--- src/rtl/mem_wb_stage.sv ---
// Memory-access / write-back stage of a Y86-style pipeline.
// Takes one retired-execute instruction at a time. It performs at most one
// data-memory req/ack transaction per instruction and pulses the result into
// the register file for one cycle. It also keeps the processor status code
// and the sticky halt flag.
module mem_wb_stage #(
  parameter int unsigned DATA_W  = 32,
  parameter logic [3:0]  RNONE   = 4'hF,
  parameter int unsigned TIMEOUT = 255
) (
  input  logic              clock,
  input  logic              reset,
  input  logic              ex_valid,
  output logic              ex_ready,
  input  logic [3:0]        ex_icode,
  input  logic [DATA_W-1:0] ex_valE,
  input  logic [DATA_W-1:0] ex_valA,
  input  logic [3:0]        ex_dstE,
  input  logic [3:0]        ex_dstM,
  output logic              mem_req,
  output logic              mem_we,
  output logic [DATA_W-1:0] mem_addr,
  output logic [DATA_W-1:0] mem_wdata,
  input  logic              mem_ack,
  input  logic              mem_err,
  input  logic [DATA_W-1:0] mem_rdata,
  output logic [3:0]        dstE,
  output logic [DATA_W-1:0] valE,
  output logic [3:0]        dstM,
  output logic [DATA_W-1:0] valM,
  output logic [2:0]        stat,
  output logic              halted
);

  localparam int unsigned    CNT_W    = 8;
  localparam logic [CNT_W-1:0] CNT_LAST = CNT_W'(TIMEOUT - 1);
  localparam logic [CNT_W-1:0] CNT_MAX  = {CNT_W{1'b1}};

  localparam logic [2:0] STAT_AOK = 3'd1;
  localparam logic [2:0] STAT_HLT = 3'd2;
  localparam logic [2:0] STAT_ADR = 3'd3;
  localparam logic [2:0] STAT_INS = 3'd4;

  typedef enum logic {
    S_IDLE,
    S_WAIT
  } stateT;

  typedef enum logic [2:0] {
    C_NOMEM,
    C_READ,
    C_WRITE,
    C_HALT,
    C_INVALID
  } opClassT;

  // Map an instruction code to the kind of memory work it needs.
  function automatic opClassT classify(input logic [3:0] icode);
    opClassT cls;
    case (icode)
      4'h0:                         cls = C_HALT;
      4'h1, 4'h2, 4'h3, 4'h6, 4'h7: cls = C_NOMEM;
      4'h5, 4'h9, 4'hB:             cls = C_READ;
      4'h4, 4'h8, 4'hA:             cls = C_WRITE;
      default:                      cls = C_INVALID;
    endcase
    return cls;
  endfunction

  stateT              state, stateNext;
  logic [CNT_W-1:0]   cnt, cntNext;
  logic [3:0]         latDstE, latDstENext;
  logic [3:0]         latDstM, latDstMNext;
  logic [DATA_W-1:0]  latValE, latValENext;
  logic               latIsRead, latIsReadNext;

  logic               readyNext;
  logic               memReqNext, memWeNext;
  logic [DATA_W-1:0]  memAddrNext, memWdataNext;
  logic [3:0]         dstENext, dstMNext;
  logic [DATA_W-1:0]  valENext, valMNext;
  logic [2:0]         statNext;
  logic               haltedNext;
  logic               accept;

  // Next-state, memory request and write-back decisions for the coming edge.
  always_comb begin
    stateNext     = state;
    cntNext       = cnt;
    latDstENext   = latDstE;
    latDstMNext   = latDstM;
    latValENext   = latValE;
    latIsReadNext = latIsRead;
    memReqNext    = mem_req;
    memWeNext     = mem_we;
    memAddrNext   = mem_addr;
    memWdataNext  = mem_wdata;
    dstENext      = RNONE;
    dstMNext      = RNONE;
    valENext      = '0;
    valMNext      = '0;
    statNext      = stat;
    haltedNext    = halted;
    accept        = ex_valid && ex_ready;

    case (state)
      S_IDLE: begin
        if (accept) begin
          case (classify(ex_icode))
            C_NOMEM: begin
              dstENext = ex_dstE;
              valENext = ex_valE;
              dstMNext = ex_dstM;
            end
            C_READ: begin
              stateNext     = S_WAIT;
              memReqNext    = 1'b1;
              memWeNext     = 1'b0;
              memAddrNext   = (ex_icode == 4'h5) ? ex_valE : ex_valA;
              latIsReadNext = 1'b1;
              latDstENext   = ex_dstE;
              latDstMNext   = ex_dstM;
              latValENext   = ex_valE;
              cntNext       = '0;
            end
            C_WRITE: begin
              stateNext     = S_WAIT;
              memReqNext    = 1'b1;
              memWeNext     = 1'b1;
              memAddrNext   = ex_valE;
              memWdataNext  = ex_valA;
              latIsReadNext = 1'b0;
              latDstENext   = ex_dstE;
              latDstMNext   = ex_dstM;
              latValENext   = ex_valE;
              cntNext       = '0;
            end
            C_HALT: begin
              statNext   = STAT_HLT;
              haltedNext = 1'b1;
            end
            default: begin
              statNext   = STAT_INS;
              haltedNext = 1'b1;
            end
          endcase
        end
      end

      S_WAIT: begin
        if (mem_ack) begin
          stateNext  = S_IDLE;
          memReqNext = 1'b0;
          if (mem_err) begin
            statNext   = STAT_ADR;
            haltedNext = 1'b1;
          end else begin
            dstENext = latDstE;
            valENext = latValE;
            dstMNext = latDstM;
            valMNext = latIsRead ? mem_rdata : '0;
          end
        end else if (cnt == CNT_LAST) begin
          // No response in time: treated exactly like a faulted access.
          stateNext  = S_IDLE;
          memReqNext = 1'b0;
          statNext   = STAT_ADR;
          haltedNext = 1'b1;
        end else begin
          cntNext = (cnt == CNT_MAX) ? cnt : cnt + CNT_W'(1);
        end
      end

      default: begin
        stateNext  = S_IDLE;
        memReqNext = 1'b0;
      end
    endcase

    readyNext = (stateNext == S_IDLE) && !haltedNext;
  end

  // State, memory-port and write-back registers.
  always_ff @(posedge clock or posedge reset) begin
    if (reset) begin
      state     <= S_IDLE;
      cnt       <= '0;
      latDstE   <= RNONE;
      latDstM   <= RNONE;
      latValE   <= '0;
      latIsRead <= 1'b0;
      ex_ready  <= 1'b1;
      mem_req   <= 1'b0;
      mem_we    <= 1'b0;
      mem_addr  <= '0;
      mem_wdata <= '0;
      dstE      <= RNONE;
      valE      <= '0;
      dstM      <= RNONE;
      valM      <= '0;
      stat      <= STAT_AOK;
      halted    <= 1'b0;
    end else begin
      state     <= stateNext;
      cnt       <= cntNext;
      latDstE   <= latDstENext;
      latDstM   <= latDstMNext;
      latValE   <= latValENext;
      latIsRead <= latIsReadNext;
      ex_ready  <= readyNext;
      mem_req   <= memReqNext;
      mem_we    <= memWeNext;
      mem_addr  <= memAddrNext;
      mem_wdata <= memWdataNext;
      dstE      <= dstENext;
      valE      <= valENext;
      dstM      <= dstMNext;
      valM      <= valMNext;
      stat      <= statNext;
      halted    <= haltedNext;
    end
  end

endmodule

--- config.mk ---
export PLATFORM = sky130hd
export DESIGN_NAME = mem_wb_stage
export DESIGN_NICKNAME = d
export VERILOG_FILES = /design/src/rtl/mem_wb_stage.sv
export SDC_FILE = /design/constraint.sdc
export NUM_CORES = 1
export LEC_CHECK = 0
export CAP_MARGIN = 30
export CORE_ASPECT_RATIO = 0.5
export CORE_MARGIN = 8
export CORE_UTILIZATION = 49
export CTS_CLUSTER_DIAMETER = 200
export DETAILED_ROUTE_END_ITERATION = 16
export GPL_ROUTABILITY_DRIVEN = 0
export HOLD_SLACK_MARGIN = 0.1
export PLACE_DENSITY = 0.85
export SYNTH_ARGS = -nofsm -noshare
export SYNTH_HDL_FRONTEND = slang
export SYNTH_SLANG_ARGS = --single-unit
--- constraint.sdc ---
create_clock -name clock -period 12.2 [get_ports clock]
set_input_delay 2.44 -clock clock [delete_from_list [all_inputs] [get_ports clock]]
set_output_delay 2.44 -clock clock [all_outputs]
set_load 0.1 [all_outputs]
==> results.sh, run 1 <==
export IMPL_synth_area_mm2=0.00750
export IMPL_max_freq_mhz=220
export IMPL_grt_pass1_wl_um=30900
export IMPL_path_class="reg -> out"
export IMPL_n_antenna_cell=0
export IMPL_vias=5287
export IMPL_clkTransAtPathRegs_ns=0.07
export IMPL_maxCapViolCount=0
export IMPL_drt_iter0_drc=267
export IMPL_cpPeakStageDelay_ns=1.14
export IMPL_rsz0062_at_grt="false"
export IMPL_tightest_slew_ns=1.04
export IMPL_crit_buf_inv=1
export IMPL_min_path_type="reg -> reg"
export IMPL_worstPathArrival_ns=2.11
export IMPL_drc=0
export IMPL_worstPathCellList="clkdlybuf4s50_1"
export IMPL_ir_drop_mv=0.205
export IMPL_ys_seq_area_share_pct=64.7
export IMPL_routed_wl_um=19800
export IMPL_ioPinCount=256
export IMPL_min_period_over_period_pct=37.3
export IMPL_status="finished clean"
export IMPL_cp_required_ns=9.76
export IMPL_start_util_pct=49.4
export IMPL_dpl_hpwl_um=14100
export IMPL_layout_commonest_cell="clkdlybuf4s50_1"
export IMPL_antenna_found_initial=0
export IMPL_cts_resized=0
export IMPL_synth_cell_type_count=47
export IMPL_post_cts_setup_buffer_count=0
export IMPL_fin_setup_tns_ns=0
export IMPL_grt_pass1_vias=5722
export IMPL_drive_gt1_share_pct=13.7
export IMPL_async_reset_ff_share_pct=100
export IMPL_final_cell_mix="255 x clkdlybuf4s50_1, 175 x dfrtp_1, 44 x mux2_2"
export IMPL_crit_path_top_delay_cell="clkdlybuf4s50_1"
export IMPL_antenna_left=0
export IMPL_yosys_warnings=0
export IMPL_yosys_register_bits=193
export IMPL_critPathTopFamily="buffers and inverters"
export IMPL_finalMaxSlewViolations=0
export IMPL_grt_overflow=0
export IMPL_placed_cells=977
export IMPL_io_buffers=255
export IMPL_htreeDepth=4
export IMPL_cts_sinks=193
export IMPL_crit_path_start_kind="flip-flop"
export IMPL_utilization_pct=71.5
export IMPL_pwr_density_cell_mw_per_mm2=276
export IMPL_syn_inst=545
export IMPL_cts_tree="yes"
export IMPL_stdcell_area_mm2=0.0108
export IMPL_worstPathMaxFanout=2
export IMPL_firstDrtPassIters=6
export IMPL_die_y_um=103
export IMPL_placed_area_mm2=0.0102
export IMPL_clockRootBuffer="clkbuf_16"
export IMPL_grt_max_degree=128
export IMPL_viasPerCell=5.24
export IMPL_synth_edf_count=0
export IMPL_setup_viol=0
export IMPL_nets=907
export IMPL_synth_area_leader_cell="dfrtp_1"
export IMPL_synth_main_ff_cell="dfrtp_1"
export IMPL_instances_no_fill=1009
export IMPL_grt_use_total_pct=20.0
export IMPL_synth_area_leaders="dfrtp_1 58%, mux2_2 6.6%, dfstp_2 6.3%, mux2i_1 4.4%, mux2_1 4.4%"
export IMPL_relSlewSlack_pct=30.4
export IMPL_min_period_ns=4.55
export IMPL_critPathCaptureType="output port"
export IMPL_core_rowCount=32
export IMPL_finalClockSkew_ns=0.0124
export IMPL_pre_cts_slack_ns=7.53
export IMPL_hold_buffers=0
export IMPL_syn_mean_instance_area_um2=13.8
export IMPL_numCtsBuffers=17
export IMPL_wire_per_inst_um=19.7
export IMPL_synth_nets=660
export IMPL_insertion_delay_ns=0.43
export IMPL_p_leak_nw=5.01
export IMPL_timing_hold_violations_final=0
export IMPL_area_growth_pct=44.6
export IMPL_fp_dieW_um=191
export IMPL_core_mm2=0.0152
export IMPL_die_area_mm2=0.0198
export IMPL_synth_top_area_share_pct=58.4
export IMPL_clockBufferDepth=2
export IMPL_fin_ws_ns=7.65
per-stage QoR:
| step | power (mW) | hold slack (ns) |
|---|---|---|
| after floorplan | 2.05 | 0.467 |
| final | 2.99 | 0.460 |
| after global placement | 2.40 | 0.418 |
| after detailed placement | 2.44 | 0.440 |
| after CTS | 3.02 | 0.457 |
| after global routing | 3.11 | 0.487 |
power breakdown:
part	switching [mW]	internal, mW
clock network	0.258	0.322
registers	0.110	0.845
logic	1.10	0.356
cells in the mapped netlist, types with 2 or more instances:
library cell and instances:
mux2i_1 33, nand3b_1 2, a21o_1 2, nor3_1 3, clkbuf_1 18, inv_1 6
ha_1 2, or4_1 2, nor2_1 9, buf_4 4, nand2_1 42, buf_6 4
a22o_1 32, mux2_1 29, dfrtp_1 175, nand3_1 5, and3_1 33, dfstp_2 18
or3_1 4, buf_2 7, o22a_1 8, o21ai_0 37, mux2_2 44, a21oi_1 3
metal layers:
layer  vias up  wire, µm  GRT usage [%]
met4         0       482           7.64
met3        31      1250           5.22
met2       168     10500           36.2
met5         -         0              0
li1       2446         -              -
met1      2642      7610           22.9
cell type report:
class	instances	area, µm²
flip-flops and latches	193	4850
fillers	1054	4330
repair buffers	261	2620
multi-input cells	313	2470
clock buffers	19	453
well taps	204	255
clock inverters	13	163
inverters	6	30.0
path summary, 6_finish.rpt:
check / startpoint / endpoint / slack (ns) / cells past startpoint
hold reg to reg: halted$_DFF_PP0_ / ex_ready$_DFF_PP1_ / 0.46 / 1
min in group asynchronous: reset / mem_wdata[5]$_DFFE_PP0P_ / 2.61 / 2
setup reg to reg: state$_DFF_PP0_ / latValE[12]$_DFFE_PP0P_ / 9.86 / 5
setup / recovery: stat[0]$_DFFE_PP1P_ / stat[0] / 7.65 / 1
max in group asynchronous: reset / valE[9]$_DFF_PP0_ / 8.21 / 3
hold / removal: halted$_DFF_PP0_ / ex_ready$_DFF_PP1_ / 0.46 / 1
state kept, by name, summed over array words and instances, names as in the netlist, 3 cells and up:
signal	cells
valE	32
dstE	4
mem_wdata	32
stat	3
valM	32
latDstM	4
latDstE	4
cnt	8
mem_addr	32
latValE	32
dstM	4
logic make-up (layout without fill, tap and decap cells):
group / Yosys count / after routing / synth area share, %
flops: 193 / 193 / 64.7
simple gates: 111 / 111 / 7.88
mux: 106 / 106 / 15.4
compound gates: 92 / 92 / 8.81
buf+inv: 39 / 299 / 2.67
fa+ha+maj: 2 / 2 / 0.334
xor+xnor: 2 / 2 / 0.234
(Power assumes the default switching activity.)
==> run 2: changes to the inputs <==
CORE_UTILIZATION = 45   (was 49)
PLACE_DENSITY = 0.79   (was 0.85)
clock period = 4.63 ns   (was 12.2 ns; I/O delays follow)
==> results.sh, run 2 (synthesis gave the netlist of run 1 again) <==
export IMPL_rrSetupSlack_ns=2.16
export IMPL_clockRootBuffer="clkbuf_16"
export IMPL_maxCapViolCount=0
export IMPL_nets=908
export IMPL_ir_drop_mv=0.551
export IMPL_multi_input_area_mm2=0.00247
export IMPL_drt_iter0_drc=381
export IMPL_holdPathStages=1
export IMPL_die_y_um=107
export IMPL_n_antenna_cell=0
export IMPL_pwr_density_cell_mw_per_mm2=718
export IMPL_post_cts_setup_buffer_count=0
export IMPL_core_mm2=0.0164
export IMPL_worstPathCellList="clkdlybuf4s50_1"
export IMPL_max_freq_mhz=331
export IMPL_hold_buffers=0
export IMPL_cp_required_ns=3.70
export IMPL_grt_use_total_pct=18.6
export IMPL_die_area_mm2=0.0213
export IMPL_io_buffers=255
export IMPL_clkTransAtPathRegs_ns=0.07
export IMPL_layout_commonest_cell="clkdlybuf4s50_1"
export IMPL_reg2regPathDepth=4
export IMPL_min_to="ex_ready$_DFF_PP1_"
export IMPL_critPathCaptureType="output port"
export IMPL_crit_buf_inv=1
export IMPL_core_rowCount=33
export IMPL_cts_resized=0
export IMPL_numCtsBuffers=17
export IMPL_drive_gt1_share_pct=13.4
export IMPL_start_util_pct=45.9
export IMPL_clockBufferDepth=2
export IMPL_dpl_hpwl_um=14100
export IMPL_vias=5261
export IMPL_p_leak_nw=5.01
export IMPL_min_path_type="reg -> reg"
export IMPL_timing_rr_end="mem_wdata[9]$_DFFE_PP0P_"
export IMPL_fp_dieW_um=199
export IMPL_crit_path_top_delay_cell="clkdlybuf4s50_1"
export IMPL_worstPathArrival_ns=2.10
export IMPL_worstHoldStart="halted$_DFF_PP0_"
export IMPL_rsz0062_at_grt="false"
export IMPL_ioPinCount=256
export IMPL_crit_path_start_kind="flip-flop"
export IMPL_fin_setup_tns_ns=0
export IMPL_relSlewSlack_pct=27.3
export IMPL_finalClockSkew_ns=0.0115
export IMPL_viasPerCell=5.09
export IMPL_path_class="reg -> out"
export IMPL_path_depth=1
export IMPL_cpPeakStageDelay_ns=1.15
export IMPL_antenna_found_initial=0
export IMPL_grt_pass1_wl_um=31400
export IMPL_cts_sinks=193
export IMPL_ff_latch_area_mm2=0.00485
export IMPL_grt_pass1_vias=5599
export IMPL_setup_viol=0
export IMPL_insertion_delay_ns=0.41
export IMPL_drc=0
export IMPL_timing_hold_violations_final=0
export IMPL_critPathTopFamily="buffers and inverters"
export IMPL_final_cell_mix="255 x clkdlybuf4s50_1, 175 x dfrtp_1, 44 x mux2_2"
export IMPL_htreeDepth=4
export IMPL_firstDrtPassIters=4
export IMPL_routed_wl_um=19700
export IMPL_utilization_pct=66.6
export IMPL_grt_overflow=0
export IMPL_fillers=1250
export IMPL_area_growth_pct=45.3
export IMPL_wire_per_inst_um=19.1
export IMPL_grt_max_degree=194
export IMPL_min_period_over_period_pct=65.3
export IMPL_tightest_slew_ns=1.09
export IMPL_worstPathMaxFanout=2
export IMPL_rr_startpoint="state$_DFF_PP0_"
export IMPL_status="finished clean"
export IMPL_antenna_left=0
export IMPL_finalMaxSlewViolations=0
export IMPL_min_period_ns=3.03
export IMPL_cts_tree="yes"
==> run 2: changes by cell type in the layout (fill, tap and decap cells not counted), sizes merged <==
| cell | delta |
|---|---|
| clkinv | +2 |
| bufinv | -2 |
| clkbuf | +5 |
| buf | +1 |
| inv | -5 |
==> run 2: how the worst max path moves through the flow <==
stage	from	to	slack [ns]
2_1_floorplan	reset	cnt[0]$_DFFE_PP0P_	1.23
3_3_place_gp	ex_icode[2]	mem_wdata[30]$_DFFE_PP0P_	1.30
3_5_place_dp	ex_icode[2]	mem_wdata[29]$_DFFE_PP0P_	1.19
4_1_cts	stat[0]$_DFFE_PP1P_	stat[0]	1.58
5_1_grt	ex_icode[2]	mem_wdata[9]$_DFFE_PP0P_	1.55
6_report	stat[0]$_DFFE_PP1P_	stat[0]	1.60
==> run 2: area by class of cell <==
class	count	area share [%]
clock buffer	24	4.82
clock inverter	8	0.551
inverter	6	0.241
timing repair buffer	262	24.5
sequential	193	44.5
multi-input combinational	313	22.7
tap	227	2.61
==> run 2: per-stage QoR <==
stage | total power, mW | worst slack (ns) | hold slack [ns] | cell area [µm²] | std cells
detailed placement | 6.41 | 1.19 | 0.442 | 10300 | 1000
finish | 7.82 | 1.60 | 0.447 | 10900 | 1033
floorplan | 5.40 | 1.23 | 0.467 | 7500 | 545
global route | 8.13 | 1.55 | 0.466 | 10900 | 1033
global placement | 6.34 | 1.30 | 0.428 | 10300 | 999
CTS | 7.87 | 1.58 | 0.449 | 10900 | 1032
==> run 2: layer usage <==
metal / wire [µm] / track usage, % / vias up
met4: 535 / 6.68 / 0
met1: 7980 / 22.1 / 2659
met3: 979 / 4.46 / 28
met5: 0 / 0 / -
met2: 10200 / 33.0 / 139
li1: - / - / 2435
==> run 2: power by group <==
group | internal (mW) | switching (mW) | leakage [nW] | total (mW)
sequential | 2.23 | 0.282 | 2.46 | 2.51
clock | 0.807 | 0.623 | 0.291 | 1.43
combinational | 0.963 | 2.92 | 2.26 | 3.88
total | 4.00 | 3.82 | 5.01 | 7.82
